===== config.mk =====
export PLATFORM = sky130hd
export DESIGN_NAME = day10_input_reader_flat
export DESIGN_NICKNAME = d
export VERILOG_FILES = /design/src/rtl/day10_pkg.sv /design/src/rtl/axi_stream_if.sv /design/src/rtl/day10_input_if.sv /design/src/rtl/axi_read_vector.sv /design/src/rtl/day10_input_reader.sv /design/src/flat_wrapper.sv
export SDC_FILE = /design/constraint.sdc
export NUM_CORES = 1
export LEC_CHECK = 0
export CORE_MARGIN = 5
export CORE_UTILIZATION = 50
export DETAILED_ROUTE_END_ITERATION = 16
export PLACE_DENSITY = 0.79
export SLEW_MARGIN = 20
export SYNTH_ARGS = -nofsm -noshare
export SYNTH_HDL_FRONTEND = slang
export SYNTH_SLANG_ARGS = --single-unit

===== constraint.sdc =====
create_clock -name clk -period 3 [get_ports clk]
set_clock_uncertainty 0.1 [all_clocks]
set_input_delay 0.9 -clock clk [delete_from_list [all_inputs] [get_ports clk]]
set_output_delay 0.9 -clock clk [all_outputs]
set_load 0.1 [all_outputs]

===== src/rtl/day10_pkg.sv =====
// Shared day 10 types: reader state encoding and the light/button sizing used by
// the reader, solver and output writer.
package day10_pkg;

  function automatic int cnt_w(input int n);
    return (n <= 1) ? 1 : $clog2(n + 1);
  endfunction

  localparam int NUM_LIGHTS_MAX  = 10;
  localparam int NUM_BUTTONS_MAX = 16;
  localparam int NUM_LIGHTS_W    = cnt_w(NUM_LIGHTS_MAX);
  localparam int NUM_BUTTONS_W   = cnt_w(NUM_BUTTONS_MAX);

  typedef enum logic [2:0] {
    INIT,
    HDR_LIGHTS,
    HDR_BUTTONS,
    TARGET,
    BUTTONS,
    READY,
    ERROR
  } reader_state_e;

endpackage


===== src/rtl/axi_stream_if.sv =====
// Byte-oriented AXI-Stream link: valid/ready handshake with an end-of-record tlast.
interface axi_stream_if #(
  parameter int DATA_WIDTH = 8
);
  logic                  tvalid;
  logic                  tready;
  logic [DATA_WIDTH-1:0] tdata;
  logic                  tlast;

  modport master (output tvalid, output tdata, output tlast, input tready);
  modport slave  (input tvalid, input tdata, input tlast, output tready);
endinterface


===== src/rtl/day10_input_if.sv =====
// One parsed machine record: counts, target light pattern and per-button masks.
interface day10_input_if #(
  parameter int MAX_NUM_LIGHTS  = 10,
  parameter int MAX_NUM_BUTTONS = 16
);
  localparam int LIGHTS_W  = day10_pkg::cnt_w(MAX_NUM_LIGHTS);
  localparam int BUTTONS_W = day10_pkg::cnt_w(MAX_NUM_BUTTONS);

  logic [LIGHTS_W-1:0]                             num_lights;
  logic [BUTTONS_W-1:0]                            num_buttons;
  logic [MAX_NUM_LIGHTS-1:0]                       target_lights;
  logic [MAX_NUM_BUTTONS-1:0][MAX_NUM_LIGHTS-1:0]  buttons;

  modport producer (output num_lights, output num_buttons, output target_lights, output buttons);
  modport consumer (input num_lights, input num_buttons, input target_lights, input buttons);
endinterface


===== src/rtl/axi_read_vector.sv =====
// Loads one LSB-first bit vector of vec_length bits; ready with the final beat's handshake (comb).
// Owns tready while busy; a zero-length vector completes in its first cycle without a beat.
module axi_read_vector
  import day10_pkg::*;
#(
  parameter int AXI_DATA_WIDTH = 8,
  parameter int VEC_W          = 10,
  parameter int LEN_W          = cnt_w(VEC_W)
) (
  input  logic                      clk,
  input  logic                      rst_n,
  input  logic                      start,
  input  logic                      clear,
  input  logic [LEN_W-1:0]          vec_length,
  input  logic                      tvalid,
  input  logic [AXI_DATA_WIDTH-1:0] tdata,
  output logic                      tready,
  output logic [VEC_W-1:0]          vec,
  output logic                      ready
);

  localparam int MAX_BEATS = (VEC_W + AXI_DATA_WIDTH - 1) / AXI_DATA_WIDTH;
  localparam int BEAT_W    = cnt_w(MAX_BEATS);

  logic              busy_q;
  logic [BEAT_W-1:0] beat_q;
  logic [BEAT_W-1:0] nbeats_q;
  logic [LEN_W-1:0]  len_q;
  logic [VEC_W-1:0]  vec_q;
  logic [VEC_W-1:0]  vec_merged;
  logic              hs;
  logic              last_beat;

  assign tready    = busy_q && (nbeats_q != '0);
  assign hs        = tready && tvalid;
  assign last_beat = (beat_q == nbeats_q - BEAT_W'(1));
  assign ready     = busy_q && ((nbeats_q == '0) || (hs && last_beat));
  assign vec       = hs ? vec_merged : vec_q;

  // Bits at or above the vector length never leave the reset value of 0.
  always_comb begin
    vec_merged = vec_q;
    for (int i = 0; i < VEC_W; i++) begin
      if ((int'(beat_q) == i / AXI_DATA_WIDTH) && (i < int'(len_q)))
        vec_merged[i] = tdata[i % AXI_DATA_WIDTH];
    end
  end

  always_ff @(posedge clk) begin
    if (!rst_n || clear) begin
      busy_q   <= 1'b0;
      beat_q   <= '0;
      nbeats_q <= '0;
      len_q    <= '0;
      vec_q    <= '0;
    end else if (start) begin
      busy_q   <= 1'b1;
      beat_q   <= '0;
      nbeats_q <= BEAT_W'((int'(vec_length) + AXI_DATA_WIDTH - 1) / AXI_DATA_WIDTH);
      len_q    <= vec_length;
      vec_q    <= '0;
    end else if (ready) begin
      busy_q <= 1'b0;
    end else if (hs) begin
      beat_q <= beat_q + BEAT_W'(1);
      vec_q  <= vec_merged;
    end
  end

endmodule


===== src/rtl/day10_input_reader.sv =====
// Parses one day 10 machine record per start; reader_ready pulses the cycle after the final beat.
// One beat per cycle, tready only in parse states; DAY10_INPUT_READER_CHECK_EN adds record checks.
module day10_input_reader
  import day10_pkg::*;
#(
  parameter int MAX_NUM_LIGHTS  = NUM_LIGHTS_MAX,
  parameter int MAX_NUM_BUTTONS = NUM_BUTTONS_MAX,
  parameter int AXI_DATA_WIDTH  = 8
) (
  input  logic                    clk,
  input  logic                    rst_n,
  input  logic                    start,
  output logic                    reader_ready,
  output logic                    last_input,
  output logic                    input_error,
  axi_stream_if.slave             data_in,
  day10_input_if.producer         day10_input
);

  localparam int MAX_NUM_LIGHTS_W  = cnt_w(MAX_NUM_LIGHTS);
  localparam int MAX_NUM_BUTTONS_W = cnt_w(MAX_NUM_BUTTONS);

  reader_state_e state_q, state_d;

  logic [MAX_NUM_LIGHTS_W-1:0]                    num_lights_q;
  logic [MAX_NUM_BUTTONS_W-1:0]                   num_buttons_q;
  logic [MAX_NUM_BUTTONS_W-1:0]                   btn_cnt_q;
  logic [MAX_NUM_LIGHTS-1:0]                      target_q;
  logic [MAX_NUM_BUTTONS-1:0][MAX_NUM_LIGHTS-1:0] buttons_q;
  logic                                           last_input_q;

  logic                      tready_int;
  logic                      hs;
  logic                      vec_start;
  logic                      vec_clear;
  logic                      vec_tready;
  logic                      vec_ready;
  logic [MAX_NUM_LIGHTS-1:0] vec;
  logic                      last_btn;
  logic                      rec_err;

  assign hs       = data_in.tvalid && tready_int;
  assign last_btn = (btn_cnt_q == num_buttons_q - MAX_NUM_BUTTONS_W'(1));

  axi_read_vector #(
    .AXI_DATA_WIDTH (AXI_DATA_WIDTH),
    .VEC_W          (MAX_NUM_LIGHTS),
    .LEN_W          (MAX_NUM_LIGHTS_W)
  ) u_read_vec (
    .clk        (clk),
    .rst_n      (rst_n),
    .start      (vec_start),
    .clear      (vec_clear),
    .vec_length (num_lights_q),
    .tvalid     (data_in.tvalid),
    .tdata      (data_in.tdata),
    .tready     (vec_tready),
    .vec        (vec),
    .ready      (vec_ready)
  );

`ifdef DAY10_INPUT_READER_CHECK_EN
  logic is_final;
  logic in_parse;
  logic err_tlast_q;
  logic input_error_q;

  // The record's final beat is the last header beat when there are no lights.
  always_comb begin
    is_final = 1'b0;
    case (state_q)
      HDR_BUTTONS: is_final = (num_lights_q == '0);
      TARGET:      is_final = vec_ready && (num_buttons_q == '0);
      BUTTONS:     is_final = vec_ready && last_btn;
      default:     is_final = 1'b0;
    endcase
  end

  assign in_parse = (state_q == HDR_LIGHTS) || (state_q == HDR_BUTTONS) ||
                    (state_q == TARGET) || (state_q == BUTTONS);

  always_comb begin
    rec_err = 1'b0;
    if (hs && in_parse) begin
      rec_err = (data_in.tlast != is_final);
      if ((state_q == HDR_LIGHTS) && (int'(data_in.tdata[6:0]) > MAX_NUM_LIGHTS))
        rec_err = 1'b1;
      if ((state_q == HDR_BUTTONS) && (int'(data_in.tdata[7:0]) > MAX_NUM_BUTTONS))
        rec_err = 1'b1;
    end
  end

  always_ff @(posedge clk) begin
    if (!rst_n) begin
      err_tlast_q   <= 1'b0;
      input_error_q <= 1'b0;
    end else begin
      input_error_q <= (state_q == ERROR) && (state_d == INIT);
      if (rec_err)
        err_tlast_q <= data_in.tlast;
      else if (state_q == INIT)
        err_tlast_q <= 1'b0;
    end
  end

  assign vec_clear   = (state_q == ERROR);
  assign input_error = input_error_q;
`else
  logic unused_tlast;
  assign unused_tlast = data_in.tlast;
  assign rec_err      = 1'b0;
  assign vec_clear    = 1'b0;
  assign input_error  = 1'b0;
`endif

  always_ff @(posedge clk) begin
    if (!rst_n) state_q <= INIT;
    else        state_q <= state_d;
  end

  always_comb begin
    state_d = state_q;
    case (state_q)
      INIT:        if (start) state_d = HDR_LIGHTS;
      HDR_LIGHTS:  if (hs) state_d = HDR_BUTTONS;
      HDR_BUTTONS: if (hs) state_d = TARGET;
      TARGET:      if (vec_ready) state_d = (num_buttons_q == '0) ? READY : BUTTONS;
      BUTTONS:     if (vec_ready && last_btn) state_d = READY;
      READY:       state_d = INIT;
`ifdef DAY10_INPUT_READER_CHECK_EN
      ERROR:       if (err_tlast_q || (hs && data_in.tlast)) state_d = INIT;
`endif
      default:     state_d = INIT;
    endcase
    if (rec_err) state_d = ERROR;
  end

  always_comb begin
    tready_int   = 1'b0;
    reader_ready = 1'b0;
    case (state_q)
      HDR_LIGHTS,
      HDR_BUTTONS: tready_int = 1'b1;
      TARGET,
      BUTTONS:     tready_int = vec_tready;
      READY:       reader_ready = 1'b1;
`ifdef DAY10_INPUT_READER_CHECK_EN
      ERROR:       tready_int = !err_tlast_q;
`endif
      default:     tready_int = 1'b0;
    endcase
  end

  // Next vector load is armed in the same cycle the previous one completes, so beats stay back-to-back.
  always_comb begin
    vec_start = 1'b0;
    if (!rec_err) begin
      case (state_q)
        HDR_BUTTONS: vec_start = hs;
        TARGET:      vec_start = vec_ready && (num_buttons_q != '0);
        BUTTONS:     vec_start = vec_ready && !last_btn;
        default:     vec_start = 1'b0;
      endcase
    end
  end

  always_ff @(posedge clk) begin
    if (!rst_n) begin
      num_lights_q  <= '0;
      num_buttons_q <= '0;
      btn_cnt_q     <= '0;
      target_q      <= '0;
      buttons_q     <= '0;
      last_input_q  <= 1'b0;
    end else begin
      case (state_q)
        INIT: begin
          if (start) begin
            num_lights_q  <= '0;
            num_buttons_q <= '0;
            btn_cnt_q     <= '0;
            target_q      <= '0;
            buttons_q     <= '0;
            last_input_q  <= 1'b0;
          end
        end
        HDR_LIGHTS: begin
          if (hs) begin
            last_input_q <= data_in.tdata[7];
            num_lights_q <= data_in.tdata[MAX_NUM_LIGHTS_W-1:0];
          end
        end
        HDR_BUTTONS: begin
          if (hs) num_buttons_q <= data_in.tdata[MAX_NUM_BUTTONS_W-1:0];
        end
        TARGET: begin
          if (vec_ready) target_q <= vec;
        end
        BUTTONS: begin
          if (vec_ready) begin
            for (int b = 0; b < MAX_NUM_BUTTONS; b++) begin
              if (btn_cnt_q == MAX_NUM_BUTTONS_W'(b)) buttons_q[b] <= vec;
            end
            btn_cnt_q <= btn_cnt_q + MAX_NUM_BUTTONS_W'(1);
          end
        end
        default: ;
      endcase
    end
  end

  assign data_in.tready            = tready_int;
  assign last_input                = last_input_q;
  assign day10_input.num_lights    = num_lights_q;
  assign day10_input.num_buttons   = num_buttons_q;
  assign day10_input.target_lights = target_q;
  assign day10_input.buttons       = buttons_q;

endmodule

===== src/flat_wrapper.sv =====
// flat-port wrapper written by rule: the top's interface ports become plain ports
module day10_input_reader_flat import day10_pkg::*;
#(
  parameter int MAX_NUM_LIGHTS  = NUM_LIGHTS_MAX,
  parameter int MAX_NUM_BUTTONS = NUM_BUTTONS_MAX,
  parameter int AXI_DATA_WIDTH  = 8
)
  (clk, rst_n, start, reader_ready, last_input, input_error, data_in_tvalid, data_in_tdata, data_in_tlast, data_in_tready, day10_input_num_lights, day10_input_num_buttons, day10_input_target_lights, day10_input_buttons);
  axi_stream_if data_in_i ();
  day10_input_if #(.MAX_NUM_LIGHTS(MAX_NUM_LIGHTS), .MAX_NUM_BUTTONS(MAX_NUM_BUTTONS)) day10_input_i ();
  input  logic clk;
  input  logic rst_n;
  input  logic start;
  output logic reader_ready;
  output logic last_input;
  output logic input_error;
  input wire logic [$bits(data_in_i.tvalid)-1:0] data_in_tvalid;
  input wire logic [$bits(data_in_i.tdata)-1:0] data_in_tdata;
  input wire logic [$bits(data_in_i.tlast)-1:0] data_in_tlast;
  output wire logic [$bits(data_in_i.tready)-1:0] data_in_tready;
  output wire logic [$bits(day10_input_i.num_lights)-1:0] day10_input_num_lights;
  output wire logic [$bits(day10_input_i.num_buttons)-1:0] day10_input_num_buttons;
  output wire logic [$bits(day10_input_i.target_lights)-1:0] day10_input_target_lights;
  output wire logic [$bits(day10_input_i.buttons)-1:0] day10_input_buttons;
  assign data_in_i.tvalid = data_in_tvalid;
  assign data_in_i.tdata = data_in_tdata;
  assign data_in_i.tlast = data_in_tlast;
  assign data_in_tready = data_in_i.tready;
  assign day10_input_num_lights = day10_input_i.num_lights;
  assign day10_input_num_buttons = day10_input_i.num_buttons;
  assign day10_input_target_lights = day10_input_i.target_lights;
  assign day10_input_buttons = day10_input_i.buttons;
  day10_input_reader #(.MAX_NUM_LIGHTS(MAX_NUM_LIGHTS), .MAX_NUM_BUTTONS(MAX_NUM_BUTTONS), .AXI_DATA_WIDTH(AXI_DATA_WIDTH)) u_core (.clk(clk), .rst_n(rst_n), .start(start), .reader_ready(reader_ready), .last_input(last_input), .input_error(input_error), .data_in(data_in_i), .day10_input(day10_input_i));
endmodule

Word-level counts from Yosys, hierarchy flattened
Index checks and enable logic that the tools add are counted.
- bits in registers: 207
- logic and storage cells: 206
- muxes and demuxes: 56
- add/subtract/negate cells: 7
- reductions and logical operators: 58
- bitwise gates (word level): 3
- equal/unequal tests: 45
- magnitude comparators: 10
- operators by type and width (operator ; count):
    $mux 160 ; 2
    $pmux 160 s2 ; 1
    $mux 10 ; 19
    $reduce_and 4->1 ; 16
    $ne 2x1->1 const B ; 21
    $eq 5x4->1 const B ; 8
    $eq 5x3->1 const B ; 4
    $pmux 10 s2 ; 1
    $pmux 5 s2 ; 2
    $logic_and 1x1->1 ; 18
    $lt 3x4->1 const A ; 4
    $mux 1 ; 16
    $mux 3 ; 5
    $mux 5 ; 3
    $pmux 3 s5 ; 1
    $reduce_and 3->1 ; 4
    $reduce_bool 2->1 ; 6
    $eq 5x2->1 const B ; 2
    $logic_not 5->1 ; 2
    $lt 1x4->1 const A ; 2
    $lt 2x4->1 const A ; 2
    $lt 4x4->1 const A ; 2
    $mux 4 ; 2
    $pmux 4 s2 ; 1
    other kinds (28) ; 35

Depth between registers and ports, before layout
Gate-level depths: netlist of run 1.
- depth after elaboration: 9
- depth in mapped cells: 9
- gate-level depth less buffers: 7

Modules after synthesis
A second synthesis of run 1 with hierarchy kept.
- cell total of the unflattened synthesis: 1035
- area, all modules: 9748.1 µm²
- by module, submodules not included (module ; instances ; area each (µm²) ; seq. area each (µm²) ; cells each):
    day10_input_reader ; 1 ; 8568.2 ; 3763.6 ; 914
    axi_read_vector ; 1 ; 1179.9 ; 380.4 ; 121

Worst setup path after synthesis of run 1
OpenSTA, ideal clock, no wires.
- kind: reg2out
- from: register u_core.state_q[0]
- to: output port data_in_tready
- buffers on the path: 2
- arrival time: 2.605 ns
- slack: -0.605 ns
- cell stages (with the launch flop): 6
- path through: dfxtp_1 > buf_2 > nor3b_2 > buf_2 > a21oi_1 > o22ai_1
- longest elaborated chain between the ends: 3
- RTL lines (item ; line ; source):
    start, declared ; day10_input_reader.sv:23 ; reader_state_e state_q, state_d;
    start signal, assigned ; day10_input_reader.sv:118 ; else state_q <= state_d;
    $eq 3x2->1, or another cell as far along ; day10_input_reader.sv:141 ; case (state_q)
    $reduce_or 2->1 ; day10_input_reader.sv:141 ;
    $pmux 1 s2 * ; day10_input_reader.sv:141 ;
    end, declared ; flat_wrapper.sv:20 ; output wire logic [$bits(data_in_i.tready)-1:0] data_in_tready;
Every way passes the cells marked *; elsewhere a longest branch is shown, timed or not.

Worst setup path in the final report of run 1
- from: register u_core.u_read_vec.nbeats_q[0]
- to: output port data_in_tready
- longest elaborated chain between the ends: 3
- RTL lines (item ; line ; source):
    start, declared ; axi_read_vector.sv:27 ; logic [BEAT_W-1:0] nbeats_q;
    start signal, assigned ; axi_read_vector.sv:59 ; nbeats_q <= BEAT_W'((int'(vec_length) + AXI_DATA_WIDTH - 1) / AXI_DATA_WIDTH);
    $reduce_bool 2->1 ; axi_read_vector.sv:34 ; assign tready = busy_q && (nbeats_q != '0);
    $logic_and 1x1->1 ; axi_read_vector.sv:34 ;
    $pmux 1 s2 ; day10_input_reader.sv:141 ;
Every way passes these cells.

==> impl_results.html, run 1 <==
<table>
<tr><th>Metric</th><th>Value</th></tr>
<tr><th colspan="2">Status</th></tr>
<tr><td>Run status</td><td>completed</td></tr>
<tr><th colspan="2">Routing</th></tr>
<tr><td>DRT Wirelength</td><td>25,300 µm</td></tr>
<tr><td>Pre-antenna DRT Iters</td><td>5</td></tr>
<tr><td>Via-per-instance ratio</td><td>5.47</td></tr>
<tr><td>Number of vias after detailed routing</td><td>7,482</td></tr>
<tr><td>Final routed DRC violation total</td><td>0</td></tr>
<tr><td>Antenna-violating nets left</td><td>0</td></tr>
<tr><td>Routed wire length per instance</td><td>18.5 µm</td></tr>
<tr><td>Starting DRT DRC Count</td><td>584</td></tr>
<tr><th colspan="2">GRT</th></tr>
<tr><td>Maximum number of pins on one net before global-route repair</td><td>86</td></tr>
<tr><td>Number of antenna violations at the first check in global routing</td><td>0</td></tr>
<tr><td>Via count of the first global-routing pass</td><td>7,256</td></tr>
<tr><td>Global-route wire length before repair</td><td>39,700 µm</td></tr>
<tr><td>Remaining global-route overflow</td><td>0</td></tr>
<tr><td>GRT Resource Usage Total</td><td>24.2%</td></tr>
<tr><th colspan="2">Yosys</th></tr>
<tr><td>Cells after synthesis</td><td>916</td></tr>
<tr><td>Net count after synthesis</td><td>938</td></tr>
<tr><td>FFs w/ async S/R, synth</td><td>0%</td></tr>
<tr><td>Count of warnings emitted by yosys</td><td>0</td></tr>
<tr><td>Number of flops mapped to enable cells by yosys</td><td>0</td></tr>
<tr><td>Cell Area, Synth</td><td>8700 µm²</td></tr>
<tr><td>Number of storage elements in the synthesis netlist</td><td>207</td></tr>
<tr><td>Avg Inst Size Synth</td><td>9.50 µm²</td></tr>
<tr><td>Predominant post-synthesis flop cell</td><td>dfxtp_1</td></tr>
<tr><td>Unique masters post-synth</td><td>68</td></tr>
<tr><td>Share of the yosys chip area belonging to registers</td><td>47.6%</td></tr>
<tr><th colspan="2">Clocking</th></tr>
<tr><td>TritonCTS clock tree</td><td>built</td></tr>
<tr><td>Hold-fix buffers at CTS</td><td>0</td></tr>
<tr><td>Clock latency on the worst-skew pair</td><td>0.51 ns</td></tr>
<tr><td>Clock sink count</td><td>207</td></tr>
<tr><td>CTS Buf Count</td><td>23</td></tr>
<tr><td>Number of setup buffers added after CTS</td><td>0</td></tr>
<tr><td>H-tree depth</td><td>1</td></tr>
<tr><td>Clock input transition at the sequential cells of the worst setup and hold paths</td><td>0.06 ns</td></tr>
<tr><td>Maximum root-to-sink buffer count</td><td>3</td></tr>
<tr><td>Number of resized instances in the post-cts repair step</td><td>0</td></tr>
<tr><td>Buffer type at the clock tree root</td><td>clkbuf_16</td></tr>
<tr><th colspan="2">STA</th></tr>
<tr><td>Final worst-path setup slack</td><td>0.145 ns</td></tr>
<tr><td>Worst Max-Slew Pin Slew</td><td>1.10 ns</td></tr>
<tr><td>Final count of hold timing violations</td><td>0</td></tr>
<tr><td>Tightest hold margin</td><td>0.353 ns</td></tr>
<tr><td>Part of the cycle the worst path needs</td><td>95.2%</td></tr>
<tr><td>RSZ-0062 raised after global routing</td><td>no</td></tr>
<tr><td>Sum Neg Setup Slack</td><td>0 ns</td></tr>
<tr><td>Fin. max-slew vios</td><td>0</td></tr>
<tr><td>Shortest clock period the worst path allows after layout</td><td>2.85 ns</td></tr>
<tr><td>Final number of setup-violating endpoints</td><td>0</td></tr>
<tr><td>Timing-limited maximum frequency</td><td>0.350 GHz</td></tr>
<tr><td>Relative slew margins</td><td>27.0%</td></tr>
<tr><th colspan="2">Pwr</th></tr>
<tr><td>PD cells</td><td>633 nW/µm²</td></tr>
<tr><td>Overall power</td><td>7380 µW</td></tr>
<tr><td>Worst ir drop on vdd</td><td>459 µV</td></tr>
<tr><td>Leakage power</td><td>0.00512 µW</td></tr>
<tr><th colspan="2">Final layout</th></tr>
<tr><td>Final antenna diode count</td><td>0</td></tr>
<tr><td>Layout Nets</td><td>1,148</td></tr>
<tr><td>Fraction of layout instances using a drive strength above 1</td><td>27.7%</td></tr>
<tr><td>Final cell count without fillers</td><td>1,368</td></tr>
<tr><td>Most used cells in the layout excluding fill and tap cells</td><td>239 x buf_4, 207 x dfxtp_1, 183 x nor2_1</td></tr>
<tr><td>Most common library cell in the layout ignoring fill and taps</td><td>buf_4</td></tr>
<tr><td>Signed area change from the synthesized netlist to the final layout</td><td>33.9%</td></tr>
<tr><th colspan="2">Critical path</th></tr>
<tr><td>CP Data Arrival Time</td><td>1.85 ns</td></tr>
<tr><td>Startpoint kind of the worst setup timing path</td><td>register</td></tr>
<tr><td>Kind of end point of the critical path</td><td>primary output</td></tr>
<tr><td>Required time of the worst setup path</td><td>2.00 ns</td></tr>
<tr><td>Number of cells on the worst reg-to-reg path</td><td>9</td></tr>
<tr><td>Biggest fanout along the worst timing path</td><td>6</td></tr>
<tr><td>Kind of critical path</td><td>register to primary output</td></tr>
<tr><th colspan="2">Placement</th></tr>
<tr><td>HPWL after detailed placement</td><td>17,300 µm</td></tr>
<tr><td>Global placement routability congestion</td><td>0.841</td></tr>
<tr><td>Number of I/O port buffers</td><td>193</td></tr>
<tr><td>Placement Setup Slack</td><td>-0.219 ns</td></tr>
<tr><td>Dpl cells</td><td>1,326</td></tr>
<tr><th colspan="2">Floorplanning</th></tr>
<tr><td>Starting density of the core</td><td>50.7%</td></tr>
<tr><td>Die height</td><td>142 µm</td></tr>
<tr><td>Area of the die</td><td>20,100 µm²</td></tr>
<tr><td>Overall die width</td><td>142 µm</td></tr>
<tr><td>Top-Level Pins</td><td>196</td></tr>
<tr><td>Placeable core area</td><td>17,200 µm²</td></tr>
<tr><td>Site Rows</td><td>48</td></tr>
<tr><th colspan="2">Flow run</th></tr>
<tr><td>Count of max-cap constraint violations</td><td>0</td></tr>
<tr><th colspan="2">Hold path</th></tr>
<tr><td>Path category of the worst min-delay check</td><td>register to register</td></tr>
<tr><td>Worst hold path stage count</td><td>2</td></tr>
</table>
[critical path, stage by stage, from the launching register on]
cell,delay [ns]
dfxtp_1,0.37
inv_1,0.08
ha_1,0.25
nand2b_1,0.21
o22ai_4,0.23
buf_12,0.20
[logic make-up (layout without fill, tap and decap cells)]
group                    Yosys count  after routing  synth area share [%]
AO/OA/AOI/OAI                    130            130                  10.5
adder cells (fa/ha/maj)            9              9                  1.29
flip-flops                       207            207                  47.6
XOR/XNOR                          12             12                  1.21
AND/OR/NAND/NOR                  315            315                  17.0
other                              1              1                0.0431
multiplexers                     151            151                  17.4
buffers and inverters             91            318                  4.97
[Yosys cell counts (all sizes together) (3+ instances only)]
master	instances	area, µm²
o21ai	7	35.0
nand2b	13	81.3
nand3b	6	45.0
a211oi	3	22.5
and2	4	25.0
nor2	183	687
nor4	6	43.8
xnor2	9	78.8
a221oi	9	78.8
ha	9	113
a22oi	8	60.1
a311oi	7	61.3
a21oi	57	319
dfxtp	207	4140
o31ai	5	56.3
inv	12	45.0
mux2i	150	1500
o22ai	9	56.3
a31oi	4	25.0
nand2	36	138
nand3	26	130
nor2b	3	18.8
nor4b	4	47.6
or3b	10	87.6
nor3	9	45.0
clkbuf	34	129
xor2	3	26.3
nand4b	3	26.3
buf	45	259
[state kept, by name (all words and copies together) (netlist names)]
| signal | count |
|---|---|
| u_core.btn_cnt_q | 5 |
| u_core.day10_input.buttons | 160 |
| u_core.day10_input.num_buttons | 5 |
| u_core.day10_input.num_lights | 4 |
| u_core.day10_input.target_lights | 10 |
| u_core.last_input | 1 |
| u_core.state_q | 3 |
| u_core.u_read_vec.beat_q | 2 |
| u_core.u_read_vec.busy_q | 1 |
| u_core.u_read_vec.len_q | 4 |
| u_core.u_read_vec.nbeats_q | 2 |
| u_core.u_read_vec.vec_q | 10 |
[final cells by class]
type,count,area (µm²)
well taps,225,282
clock buffers,29,638
fillers,1359,5520
flip-flops and latches,207,4140
clock inverters,13,213
inverters,12,47.5
multi-input cells,618,4140
repair buffers,264,2180
[metal layers]
metal / wire, µm / GRT usage [%] / vias to the layer above
met4: 662 / 7.47 / 0
met5: 0 / 0 / -
met3: 1890 / 5.73 / 42
met2: 12000 / 39.5 / 267
li1: - / - / 3598
met1: 10700 / 32.1 / 3575
[report_power, final]
| part | switching, µW | internal (µW) |
|---|---|---|
| Clock | 1160 | 1950 |
| Sequential | 39.1 | 2780 |
| Combinational | 864 | 586 |
| Total | 2060 | 5310 |
[worst paths after layout]
path         slack [ns]                                              from                                          endpoint
min                0.35  u_core.day10_input.target_lights[4]$_SDFFE_PN0P_  u_core.day10_input.target_lights[4]$_SDFFE_PN0P_
max                0.15        u_core.u_read_vec.nbeats_q[0]$_SDFFE_PN0P_                                    data_in_tready
max reg2reg        0.33        u_core.u_read_vec.nbeats_q[0]$_SDFFE_PN0P_      u_core.day10_input.buttons[143]$_SDFFE_PN0P_
min reg2reg        0.35  u_core.day10_input.target_lights[4]$_SDFFE_PN0P_  u_core.day10_input.target_lights[4]$_SDFFE_PN0P_
[metrics by stage]
stage | utilization, % | cell area, µm²
after CTS | 67.8 | 11700
after floorplan | - | 8720
final | 67.8 | 11700
after detailed placement | 62.9 | 10800
after global routing | 67.8 | 11700
after global placement | 62.9 | 10800
(Power assumes the default switching activity.)
==> run 2, diff against run 1 <==
Settings changed: SKIP_CTS_REPAIR_TIMING set to 1.
==> results of run 2 <==
Final layout, timing and power as in run 1 (identical DEF).
==> run 3, diff against run 2 <==
Settings changed: REMOVE_ABC_BUFFERS set to 1.
==> run 3 against run 2 <==
Against the previous run: combinational power fell by 6%; critical path depth decreased by 2; register-to-register slack improved by 0.04 ns; highest routed layer unchanged; worst hold slack improved by 0.0028 ns; die area unchanged; sequential power about the same; design area shrank 1.4%; via count is 1.7% lower; first-iteration DRC count decreased by 41%; cell count down 0.44%; wire length decreased by 6.3%.
==> impl_results.html, run 3 (synthesis gave the netlist of run 1 again) <==
<table>
<tr><th>Metric</th><th>Value</th></tr>
<tr><th colspan="2">Status</th></tr>
<tr><td>Run status</td><td>completed</td></tr>
<tr><th colspan="2">Final layout</th></tr>
<tr><td>Fill count</td><td>1,416 (+4.2%)</td></tr>
<tr><td>Fraction of layout instances using a drive strength above 1</td><td>27.4% (-0.38 points)</td></tr>
<tr><td>Signed area change from the synthesized netlist to the final layout</td><td>32.0%</td></tr>
<tr><td>Most common library cell in the layout ignoring fill and taps</td><td>buf_4</td></tr>
<tr><td>Layout Nets</td><td>1,147 (-0.087%)</td></tr>
<tr><td>Final cell count without fillers</td><td>1,362 (-0.44%)</td></tr>
<tr><td>Final antenna diode count</td><td>0 (unchanged)</td></tr>
<tr><td>Most used cells in the layout excluding fill and tap cells</td><td>241 x buf_4, 207 x dfxtp_1, 183 x nor2_1</td></tr>
<tr><td>Number of flip-flops in the largest register</td><td>160 (unchanged)</td></tr>
<tr><th colspan="2">Critical path</th></tr>
<tr><td>Kind of critical path</td><td>register to primary output</td></tr>
<tr><td>Biggest fanout along the worst timing path</td><td>11 (+5)</td></tr>
<tr><td>Worst reg2reg path startpoint</td><td>u_core.u_read_vec.nbeats_q[0]$_SDFFE_PN0P_</td></tr>
<tr><td>Reg2reg setup slack</td><td>0.37 ns (+0.04 ns)</td></tr>
<tr><td>Crit Reg-Reg Endpoint</td><td>u_core.day10_input.buttons[12]$_SDFFE_PN0P_</td></tr>
<tr><td>Kind of end point of the critical path</td><td>primary output</td></tr>
<tr><td>Critical Path Source</td><td>u_core.state_q[0]$_SDFFE_PN0P_</td></tr>
<tr><td>Number of cells on the worst reg-to-reg path</td><td>9 (unchanged)</td></tr>
<tr><td>Required time of the worst setup path</td><td>2.00 ns (about the same)</td></tr>
<tr><td>Startpoint kind of the worst setup timing path</td><td>register</td></tr>
<tr><td>CP Data Arrival Time</td><td>1.87 ns (+0.02 ns)</td></tr>
<tr><th colspan="2">Clocking</th></tr>
<tr><td>Maximum root-to-sink buffer count</td><td>3 (unchanged)</td></tr>
<tr><td>Buffer type at the clock tree root</td><td>clkbuf_16</td></tr>
<tr><td>TritonCTS clock tree</td><td>built</td></tr>
<tr><td>H-tree depth</td><td>1 (unchanged)</td></tr>
<tr><td>Clock sink count</td><td>207 (unchanged)</td></tr>
<tr><td>Clock latency on the worst-skew pair</td><td>0.50 ns (about the same)</td></tr>
<tr><td>Clock input transition at the sequential cells of the worst setup and hold paths</td><td>0.06 ns (about the same)</td></tr>
<tr><td>CTS Buf Count</td><td>22 (-4.3%)</td></tr>
<tr><th colspan="2">Placement</th></tr>
<tr><td>Global placement routability congestion</td><td>0.935 (+11%)</td></tr>
<tr><td>Dpl cells</td><td>1,326 (unchanged)</td></tr>
<tr><td>Number of I/O port buffers</td><td>193 (unchanged)</td></tr>
<tr><td>HPWL after detailed placement</td><td>16,900 µm (-2.3%)</td></tr>
<tr><td>Placement Setup Slack</td><td>0.0101 ns (+0.229 ns)</td></tr>
<tr><th colspan="2">STA</th></tr>
<tr><td>Final count of hold timing violations</td><td>0 (unchanged)</td></tr>
<tr><td>RSZ-0062 raised after global routing</td><td>no</td></tr>
<tr><td>Worst Max-Slew Pin Slew</td><td>0.599 ns (-0.497 ns)</td></tr>
<tr><td>Fin. max-slew vios</td><td>0 (unchanged)</td></tr>
<tr><td>Timing-limited maximum frequency</td><td>0.348 GHz (-0.53%)</td></tr>
<tr><td>Relative slew margins</td><td>60.1% (+33 points)</td></tr>
<tr><td>Tightest hold margin</td><td>0.356 ns (+0.00284 ns)</td></tr>
<tr><td>Shortest clock period the worst path allows after layout</td><td>2.87 ns (+0.0151 ns)</td></tr>
<tr><td>Sum Neg Setup Slack</td><td>0 ns (unchanged)</td></tr>
<tr><td>Part of the cycle the worst path needs</td><td>95.7% (+0.50 points)</td></tr>
<tr><td>Final worst-path setup slack</td><td>0.130 ns (-0.0151 ns)</td></tr>
<tr><td>Final number of setup-violating endpoints</td><td>0 (unchanged)</td></tr>
<tr><th colspan="2">GRT</th></tr>
<tr><td>Via count of the first global-routing pass</td><td>6,962 (-4.1%)</td></tr>
<tr><td>Global-route wire length before repair</td><td>37,200 µm (-6.5%)</td></tr>
<tr><td>GRT Resource Usage Total</td><td>22.6% (-1.7 points)</td></tr>
<tr><td>Remaining global-route overflow</td><td>0 (unchanged)</td></tr>
<tr><td>Maximum number of pins on one net before global-route repair</td><td>57 (-34%)</td></tr>
<tr><td>Number of antenna violations at the first check in global routing</td><td>0 (unchanged)</td></tr>
<tr><th colspan="2">Hold path</th></tr>
<tr><td>Startpoint of the worst hold path</td><td>u_core.day10_input.buttons[54]$_SDFFE_PN0P_</td></tr>
<tr><td>Worst hold path stage count</td><td>2 (unchanged)</td></tr>
<tr><td>Path category of the worst min-delay check</td><td>register to register</td></tr>
<tr><td>Endpoint of the worst hold path</td><td>u_core.day10_input.buttons[54]$_SDFFE_PN0P_</td></tr>
<tr><th colspan="2">Flow run</th></tr>
<tr><td>Count of max-cap constraint violations</td><td>0 (unchanged)</td></tr>
<tr><th colspan="2">Floorplanning</th></tr>
<tr><td>Placeable core area</td><td>17,200 µm² (unchanged)</td></tr>
<tr><td>Die height</td><td>142 µm (unchanged)</td></tr>
<tr><td>Top-Level Pins</td><td>196 (unchanged)</td></tr>
<tr><td>Site Rows</td><td>48 (unchanged)</td></tr>
<tr><td>Overall die width</td><td>142 µm (unchanged)</td></tr>
<tr><td>Area of the die</td><td>20,100 µm² (unchanged)</td></tr>
<tr><td>Starting density of the core</td><td>50.7% (unchanged)</td></tr>
<tr><th colspan="2">Routing</th></tr>
<tr><td>Routed wire length per instance</td><td>17.4 µm (-5.8%)</td></tr>
<tr><td>Starting DRT DRC Count</td><td>343 (-41%)</td></tr>
<tr><td>Pre-antenna DRT Iters</td><td>5 (unchanged)</td></tr>
<tr><td>Antenna-violating nets left</td><td>0 (unchanged)</td></tr>
<tr><td>Final routed DRC violation total</td><td>0 (unchanged)</td></tr>
<tr><td>DRT Wirelength</td><td>23,700 µm (-6.3%)</td></tr>
<tr><td>Number of vias after detailed routing</td><td>7,355 (-1.7%)</td></tr>
<tr><td>Via-per-instance ratio</td><td>5.40 (-1.3%)</td></tr>
<tr><th colspan="2">Pwr</th></tr>
<tr><td>Switching power of the nets</td><td>1920 µW (-7.1%)</td></tr>
<tr><td>Overall power</td><td>6790 µW (-7.9%)</td></tr>
<tr><td>PD cells</td><td>591 nW/µm² (-6.6%)</td></tr>
<tr><td>Cell internal power dissipation</td><td>4880 µW (-8.3%)</td></tr>
<tr><td>Combinational group share of total power</td><td>20.0% (+0.3 points)</td></tr>
<tr><td>Sequential cell fraction of total power</td><td>41.7% (+3.5 points)</td></tr>
<tr><td>Switch share</td><td>28.2% (+0.26 points)</td></tr>
<tr><td>Worst ir drop on vdd</td><td>396 µV (-14%)</td></tr>
<tr><td>Clock network power share</td><td>38.3% (-3.8 points)</td></tr>
<tr><td>Leakage power</td><td>0.00505 µW (-1.3%)</td></tr>
</table>
[run 3: cell types whose count changed in the layout (fill, tap and decap cells not counted), sizes merged]
cell      change
inv           -1
clkinvlp      -2
bufinv        -5
clkbuf        +3
clkinv        -1
[run 3: layer usage]
metal | track usage [%] | routed length [µm] | part of all wire [%] | vias to the layer above
li1 | - | - | - | 3592
met1 | 29.9 | 10200 | 43 | 3477
met2 | 36.8 | 11200 | 47 | 242
met3 | 6.07 | 1790 | 7.6 | 44
met4 | 6.06 | 518 | 2.2 | 0
met5 | 0 | 0 | 0 | -
[run 3: critical path: stages, from the launching register on]
cell and delay, ns:
dfxtp_1 0.60, nor2b_1 0.34, and2_1 0.24, buf_12 0.19
[run 3: cell type report]
type	count	area, µm²	share of cell area (%)
inverter	12	50.0	0.436
clock buffer	32	668	5.82
timing repair buffer	264	2160	18.8
sequential	207	4140	36.1
tap	225	282	2.45
multi-input combinational	618	4140	36.1
clock inverter	4	37.5	0.327
[run 3: stage by stage]
stage / cell area (µm²) / util (%)
3_3_place_gp: 10800 / 62.7
6_report: 11500 / 66.9
3_5_place_dp: 10800 / 62.7
4_1_cts: 11500 / 66.8
5_1_grt: 11500 / 66.9
2_1_floorplan: 8310 / -
[run 3: how the worst max path moves through the flow]
stage	slack [ns]	to	cells after the start
6_report	0.13	reader_ready	3
5_1_grt	0.03	reader_ready	3
4_1_cts	0.07	data_in_tready	5
3_5_place_dp	0.01	u_core.u_read_vec.nbeats_q[1]$_SDFFE_PN0P_	8
3_3_place_gp	0.02	u_core.u_read_vec.vec_q[4]$_SDFFE_PP0N_	8
2_1_floorplan	-0.93	data_in_tready	3
[run 3: power by group through the flow]
stage	sequential, µW	combinational [µW]	clock, µW
finish	2830	1360	2600
CTS	2830	1360	2660
detailed placement	2890	1350	0
global placement	2890	1340	0
floorplan	2970	845	0
global route	2840	1440	2780
